`src/rtl/wfid_rr_scheduler_pkg.sv`:
```
// rtl/wfid_rr_scheduler_pkg.sv - shared wavefront issue definitions: slot count, id width, state codes
package wfid_rr_scheduler_pkg;

   localparam int NUM_WF = 40;
   localparam int WFID_W = 6;

   localparam logic [0:0] ST_IDLE = 1'b0;
   localparam logic [0:0] ST_HOLD = 1'b1;

   typedef logic [WFID_W-1:0] wfid_t;
   typedef logic [NUM_WF-1:0] wf_mask_t;

   localparam logic [WFID_W:0] NUM_WF_EXT = NUM_WF[WFID_W:0];

   // Both operands are below NUM_WF, so one conditional subtract wraps the 7-bit sum.
   function automatic wfid_t wfid_add(input wfid_t a, input wfid_t b);
      logic [WFID_W:0] sum;
      sum = {1'b0, a} + {1'b0, b};
      if (sum >= NUM_WF_EXT) begin
         sum = sum - NUM_WF_EXT;
      end
      return sum[WFID_W-1:0];
   endfunction

endpackage

```
`src/rtl/wfid_rr_scheduler_if.sv`:
```
// rtl/wfid_rr_scheduler_if.sv - request/grant bundle; stall_cycles present only with WFID_SCHED_STALL_CNT_EN
interface wfid_rr_scheduler_if;
   import wfid_rr_scheduler_pkg::*;

   wf_mask_t    req_valid;
   logic        flush;
   logic        grant_ready;
   logic        grant_valid;
   wfid_t       grant_wfid;
   wf_mask_t    grant_onehot;
   wfid_t       rr_ptr;
`ifdef WFID_SCHED_STALL_CNT_EN
   logic [31:0] stall_cycles;
`endif

   modport master (
`ifdef WFID_SCHED_STALL_CNT_EN
      output stall_cycles,
`endif
      input  req_valid, flush, grant_ready,
      output grant_valid, grant_wfid, grant_onehot, rr_ptr
   );

   modport slave (
`ifdef WFID_SCHED_STALL_CNT_EN
      input  stall_cycles,
`endif
      output req_valid, flush, grant_ready,
      input  grant_valid, grant_wfid, grant_onehot, rr_ptr
   );

endinterface

```
`src/rtl/wfid_rr_scheduler_pick.sv`:
```
// rtl/wfid_rr_scheduler_pick.sv - combinational round-robin pick: rotate, priority encode, un-rotate mod NUM_WF
module wfid_rr_pick
   import wfid_rr_scheduler_pkg::*;
(
   input  wf_mask_t req_valid,
   input  wfid_t    rr_ptr,
   output logic     any,
   output wfid_t    wfid
);

   wf_mask_t rot;
   wfid_t    off;

   // Doubling the vector makes the right shift a rotate; rr_ptr < NUM_WF keeps it in range.
   always_comb begin
      rot = wf_mask_t'({req_valid, req_valid} >> rr_ptr);
      off = '0;
      for (int i = NUM_WF - 1; i >= 0; i--) begin
         if (rot[i]) begin
            off = wfid_t'(i);
         end
      end
      any  = |req_valid;
      wfid = wfid_add(rr_ptr, off);
   end

endmodule

```
`src/rtl/wfid_rr_scheduler.sv`:
```
// rtl/wfid_rr_scheduler.sv - round-robin wavefront scheduler with registered grant; WFID_SCHED_STALL_CNT_EN adds stall_cycles
module wfid_rr_scheduler
   import wfid_rr_scheduler_pkg::*;
(
   input  logic                 clk,
   input  logic                 rst,
   wfid_rr_scheduler_if.master  sched
);

   logic [0:0] state;
   wfid_t      grant_wfid_q;
   wf_mask_t   grant_onehot_q;
   wfid_t      rr_ptr_q;
   wfid_t      acc_ptr;
   wfid_t      pick_ptr;
   wfid_t      pick_wfid;
   logic       pick_any;
   logic       accept;

   // On accept the pick already sees the advanced pointer, giving one grant per cycle.
   always_comb begin
      accept   = (state == ST_HOLD) && sched.grant_ready && !sched.flush;
      acc_ptr  = wfid_add(grant_wfid_q, wfid_t'(1));
      pick_ptr = accept ? acc_ptr : rr_ptr_q;
   end

   wfid_rr_pick u_pick (
      .req_valid (sched.req_valid),
      .rr_ptr    (pick_ptr),
      .any       (pick_any),
      .wfid      (pick_wfid)
   );

   always_ff @(posedge clk or posedge rst) begin
      if (rst) begin
         state          <= ST_IDLE;
         grant_wfid_q   <= '0;
         grant_onehot_q <= '0;
         rr_ptr_q       <= '0;
      end else begin
         case (state)
            ST_IDLE: begin
               if (!sched.flush && pick_any) begin
                  state          <= ST_HOLD;
                  grant_wfid_q   <= pick_wfid;
                  grant_onehot_q <= wf_mask_t'(1) << pick_wfid;
               end
            end
            ST_HOLD: begin
               if (sched.flush) begin
                  state          <= ST_IDLE;
                  grant_onehot_q <= '0;
               end else if (sched.grant_ready) begin
                  rr_ptr_q <= acc_ptr;
                  if (pick_any) begin
                     grant_wfid_q   <= pick_wfid;
                     grant_onehot_q <= wf_mask_t'(1) << pick_wfid;
                  end else begin
                     state          <= ST_IDLE;
                     grant_onehot_q <= '0;
                  end
               end
            end
            default: begin
               state          <= ST_IDLE;
               grant_onehot_q <= '0;
            end
         endcase
      end
   end

   assign sched.grant_valid  = (state == ST_HOLD);
   assign sched.grant_wfid   = grant_wfid_q;
   assign sched.grant_onehot = grant_onehot_q;
   assign sched.rr_ptr       = rr_ptr_q;

`ifdef WFID_SCHED_STALL_CNT_EN
   logic [31:0] stall_q;

   always_ff @(posedge clk or posedge rst) begin
      if (rst) begin
         stall_q <= '0;
      end else if ((state == ST_HOLD) && !sched.grant_ready && !sched.flush && (stall_q != 32'hFFFF_FFFF)) begin
         stall_q <= stall_q + 32'd1;
      end
   end

   assign sched.stall_cycles = stall_q;
`endif

endmodule

```
`src/flat_wrapper.sv`:
```
// flat-port wrapper written by rule: the top's interface ports become plain ports
module wfid_rr_scheduler_flat import wfid_rr_scheduler_pkg::*;
  (clk, rst, sched_req_valid, sched_flush, sched_grant_ready, sched_grant_valid, sched_grant_wfid, sched_grant_onehot, sched_rr_ptr);
  wfid_rr_scheduler_if sched_i ();
  input  logic clk;
  input  logic rst;
  input wire logic [$bits(sched_i.req_valid)-1:0] sched_req_valid;
  input wire logic [$bits(sched_i.flush)-1:0] sched_flush;
  input wire logic [$bits(sched_i.grant_ready)-1:0] sched_grant_ready;
  output wire logic [$bits(sched_i.grant_valid)-1:0] sched_grant_valid;
  output wire logic [$bits(sched_i.grant_wfid)-1:0] sched_grant_wfid;
  output wire logic [$bits(sched_i.grant_onehot)-1:0] sched_grant_onehot;
  output wire logic [$bits(sched_i.rr_ptr)-1:0] sched_rr_ptr;
  assign sched_i.req_valid = sched_req_valid;
  assign sched_i.flush = sched_flush;
  assign sched_i.grant_ready = sched_grant_ready;
  assign sched_grant_valid = sched_i.grant_valid;
  assign sched_grant_wfid = sched_i.grant_wfid;
  assign sched_grant_onehot = sched_i.grant_onehot;
  assign sched_rr_ptr = sched_i.rr_ptr;
  wfid_rr_scheduler u_core (.clk(clk), .rst(rst), .sched(sched_i));
endmodule
```
`config.mk`:
```
export PLATFORM = sky130hd
export DESIGN_NAME = wfid_rr_scheduler_flat
export DESIGN_NICKNAME = d
export VERILOG_FILES = /design/src/rtl/wfid_rr_scheduler_pkg.sv /design/src/rtl/wfid_rr_scheduler_if.sv /design/src/rtl/wfid_rr_scheduler_pick.sv /design/src/rtl/wfid_rr_scheduler.sv /design/src/flat_wrapper.sv
export SDC_FILE = /design/constraint.sdc
export NUM_CORES = 1
export LEC_CHECK = 0
export CAP_MARGIN = 25
export CELL_PAD_IN_SITES_DETAIL_PLACEMENT = 1
export CELL_PAD_IN_SITES_GLOBAL_PLACEMENT = 2
export CORE_ASPECT_RATIO = 0.5
export CORE_MARGIN = 4
export CORE_UTILIZATION = 37
export DETAILED_ROUTE_END_ITERATION = 12
export PLACE_DENSITY_LB_ADDON = 0.1
export SLEW_MARGIN = 10
export SYNTH_ARGS = -nofsm -noshare
export SYNTH_HDL_FRONTEND = slang
export SYNTH_SLANG_ARGS = --single-unit
```
`constraint.sdc`:
```
create_clock -name clk -period 14.4 [get_ports clk]
set_clock_uncertainty 0.1 [all_clocks]
set_input_delay 1.44 -clock clk [delete_from_list [all_inputs] [get_ports clk]]
set_output_delay 1.44 -clock clk [all_outputs]
set_load 0.1 [all_outputs]
```
==> impl_metrics.json <==
{
  "yosysWarnings": 0,
  "min_period_ns": 10.28,
  "critical_path.most_common_cell": "o21ai_0",
  "ant_nets": 0,
  "grt_pass1_wl_um": 48500,
  "wirelength_um": 31600,
  "finalSetupViolations": 0,
  "dpl_cell_area_um2": 8960,
  "gp_congestion": 0.900,
  "place_hpwl_um": 24800,
  "initial_utilization_pct": 38.0,
  "stdcell_area_um2": 9120,
  "synth_edf_count": 0,
  "relSlewSlack_pct": 33.5,
  "numCtsBuffers": 5,
  "final_nets": 1054,
  "fin_tns_setup_ns": 0,
  "core_um2": 20700,
  "track_usage_pct": 25.5,
  "cts-root-buf": "clkbuf_16",
  "fin_crit_sh_pct": 71.4,
  "crit_type": "in -> reg",
  "max_clock_freq_ghz": 0.0972,
  "cts_sinks": 53,
  "synthTopCellsByArea": "mux2i_1 (28%), dfrtp_1 (17%), nand2_1 (5.3%)",
  "yosys_register_bits": 53,
  "diodes": 0,
  "netlist.area_leader.share_pct": 27.7,
  "die_area_um2": 23900,
  "hold_class": "reg -> reg",
  "rsz0062_at_grt": "no",
  "hold_viol": 0,
  "clock_latency_ns": 0.30,
  "hold_path_depth": 2,
  "reg2regPathDepth": 32,
  "synth_flop_cell": "dfrtp_1",
  "yosysMostFrequentCell": "mux2i_1",
  "clockBufferDepth": 2,
  "cpMaxStageDelayCell": "clkinv_1",
  "port_buffers": 96,
  "cp-start-kind": "input port",
  "yosysTopAreaCell": "mux2i_1",
  "drive_above_1_share_pct": 9.98,
  "wire_per_inst_um": 24.8,
  "slowest_delay_ns": 0.66,
  "fp.dieW_um": 215,
  "clk_transition_reported_paths_ns": 0.08,
  "area_growth_pct": 15.6,
  "avgSynthCellArea_um2": 8.26,
  "cts_resized": 0,
  "syn_area_um2": 7890,
  "post_cts_buffers": 0,
  "critPathRequiredTime_ns": 14.51,
  "netlist_instances": 955,
  "rows": 37,
  "grt_pass1_vias": 7728,
  "yosys-top-cells-count": "mux2i_1 (218), nand2_1 (111), nor2_1 (61), dfrtp_1 (53), o21ai_0 (43)",
  "synth_fp_nets": 1008,
  "avgViaCountPerCell": 6.33,
  "grt_max_degree": 58,
  "critical_path_arrival_ns": 10.39,
  "drv_cap": 0,
  "cp_max_fo": 57,
  "cts_tree": "done",
  "h-tree-depth": 2,
  "first_pass_iters": 4,
  "worstSetupEndpointType": "flip-flop",
  "cts_hold_buffers": 0,
  "overflow": 0,
  "outcome": "completed",
  "yosysSeqAreaShare_pct": 16.8,
  "drc": 0,
  "ios": 97,
  "async_flop_share_pct": 100,
  "tightest_slew_ns": 0.994,
  "vias": 8072,
  "maxSlewViolCount": 0,
  "die_h_um": 111,
  "antenna_found_initial": 0,
  "synth_cell_type_count": 89,
  "first_iter_violations": 775
}
## state kept, by name, indices dropped and copies added, names as in the netlist
signal and flops:
u_core.sched.grant_onehot 40, u_core.sched.grant_wfid 6, u_core.sched.rr_ptr 6, u_core.sched.grant_valid 1
## cell families after synthesis
kind of cell / after synthesis / synth area share, %
simple gates: 292 / 17.6
buf+inv: 92 / 6.20
mux: 262 / 34.7
compound gates: 240 / 22.2
flops: 53 / 16.8
xor+xnor: 7 / 0.951
fa+ha+maj: 9 / 1.52
## worst max-delay path, delay by kind of cell
kind	cells	cell delay (ns)
buffers and inverters	6	3.02
AOI/OAI and AO/OA	15	2.57
and+or+nand+nor	7	1.48
adders and majority gates	3	1.12
muxes	2	0.67
## area by class of cell
| cell class | count | area (µm²) |
|---|---|---|
| clock buffer | 6 | 129 |
| sequential | 53 | 1330 |
| multi-input combinational | 810 | 6110 |
| fill | 2492 | 11600 |
| timing repair buffer | 111 | 1090 |
| tap | 273 | 342 |
| inverter | 20 | 87.6 |
| clock inverter | 2 | 38.8 |
## worst paths after layout
kind	startpoint	end	slack (ns)
min in group asynchronous	rst	u_core.sched.grant_onehot[30]	1.54
setup reg to reg	u_core.sched.grant_valid	u_core.sched.grant_onehot[36]	5.37
hold / removal	u_core.sched.grant_onehot[33]	u_core.sched.grant_onehot[33]	0.39
hold reg to reg	u_core.sched.grant_onehot[33]	u_core.sched.grant_onehot[33]	0.39
max in group asynchronous	rst	u_core.sched.rr_ptr[1]	12.13
setup / recovery	sched_flush	u_core.sched.grant_onehot[36]	4.12
## cells in the final DEF, fill, tap and decap left out, types with 7 or more instances in the layout
master and n:
a211o_1 8, a211oi_1 13, a21oi_1 39, a22o_1 19, a31oi_1 7, buf_4 14, clkdlybuf4s50_1 96, dfrtp_1 52
ha_1 7, inv_1 16, mux2_2 35, mux2i_1 217, nand2_1 111, nand3_1 27, nor2_1 59, nor3_1 23
nor4_1 13, o211ai_1 12, o21ai_0 43, o21ai_1 7, o22ai_1 7, o31ai_1 12, or2_2 9, or3_1 7
## through the flow
step / setup slack [ns] / hold WS, ns / util (%) / std cells
floorplan: 6.09 / 0.863 / - / 955
global placement: 3.66 / 0.368 / 43.1 / 1266
detailed placement: 3.94 / 0.376 / 43.2 / 1267
CTS: 4.23 / 0.395 / 44.0 / 1275
global route: 3.37 / 0.419 / 44.0 / 1275
finish: 4.12 / 0.387 / 44.0 / 1275
## per-layer routing
metal | up-vias | global-route usage, % | wire length, µm
li1 | 3730 | - | -
met1 | 4076 | 39.5 | 16300
met2 | 233 | 37.8 | 13200
met3 | 33 | 2.55 | 1360
met4 | 0 | 5.83 | 713
met5 | - | 0 | 0
Power is not shown: default switching activity piles up to over one toggle a cycle in this logic, so the estimate is an artifact.
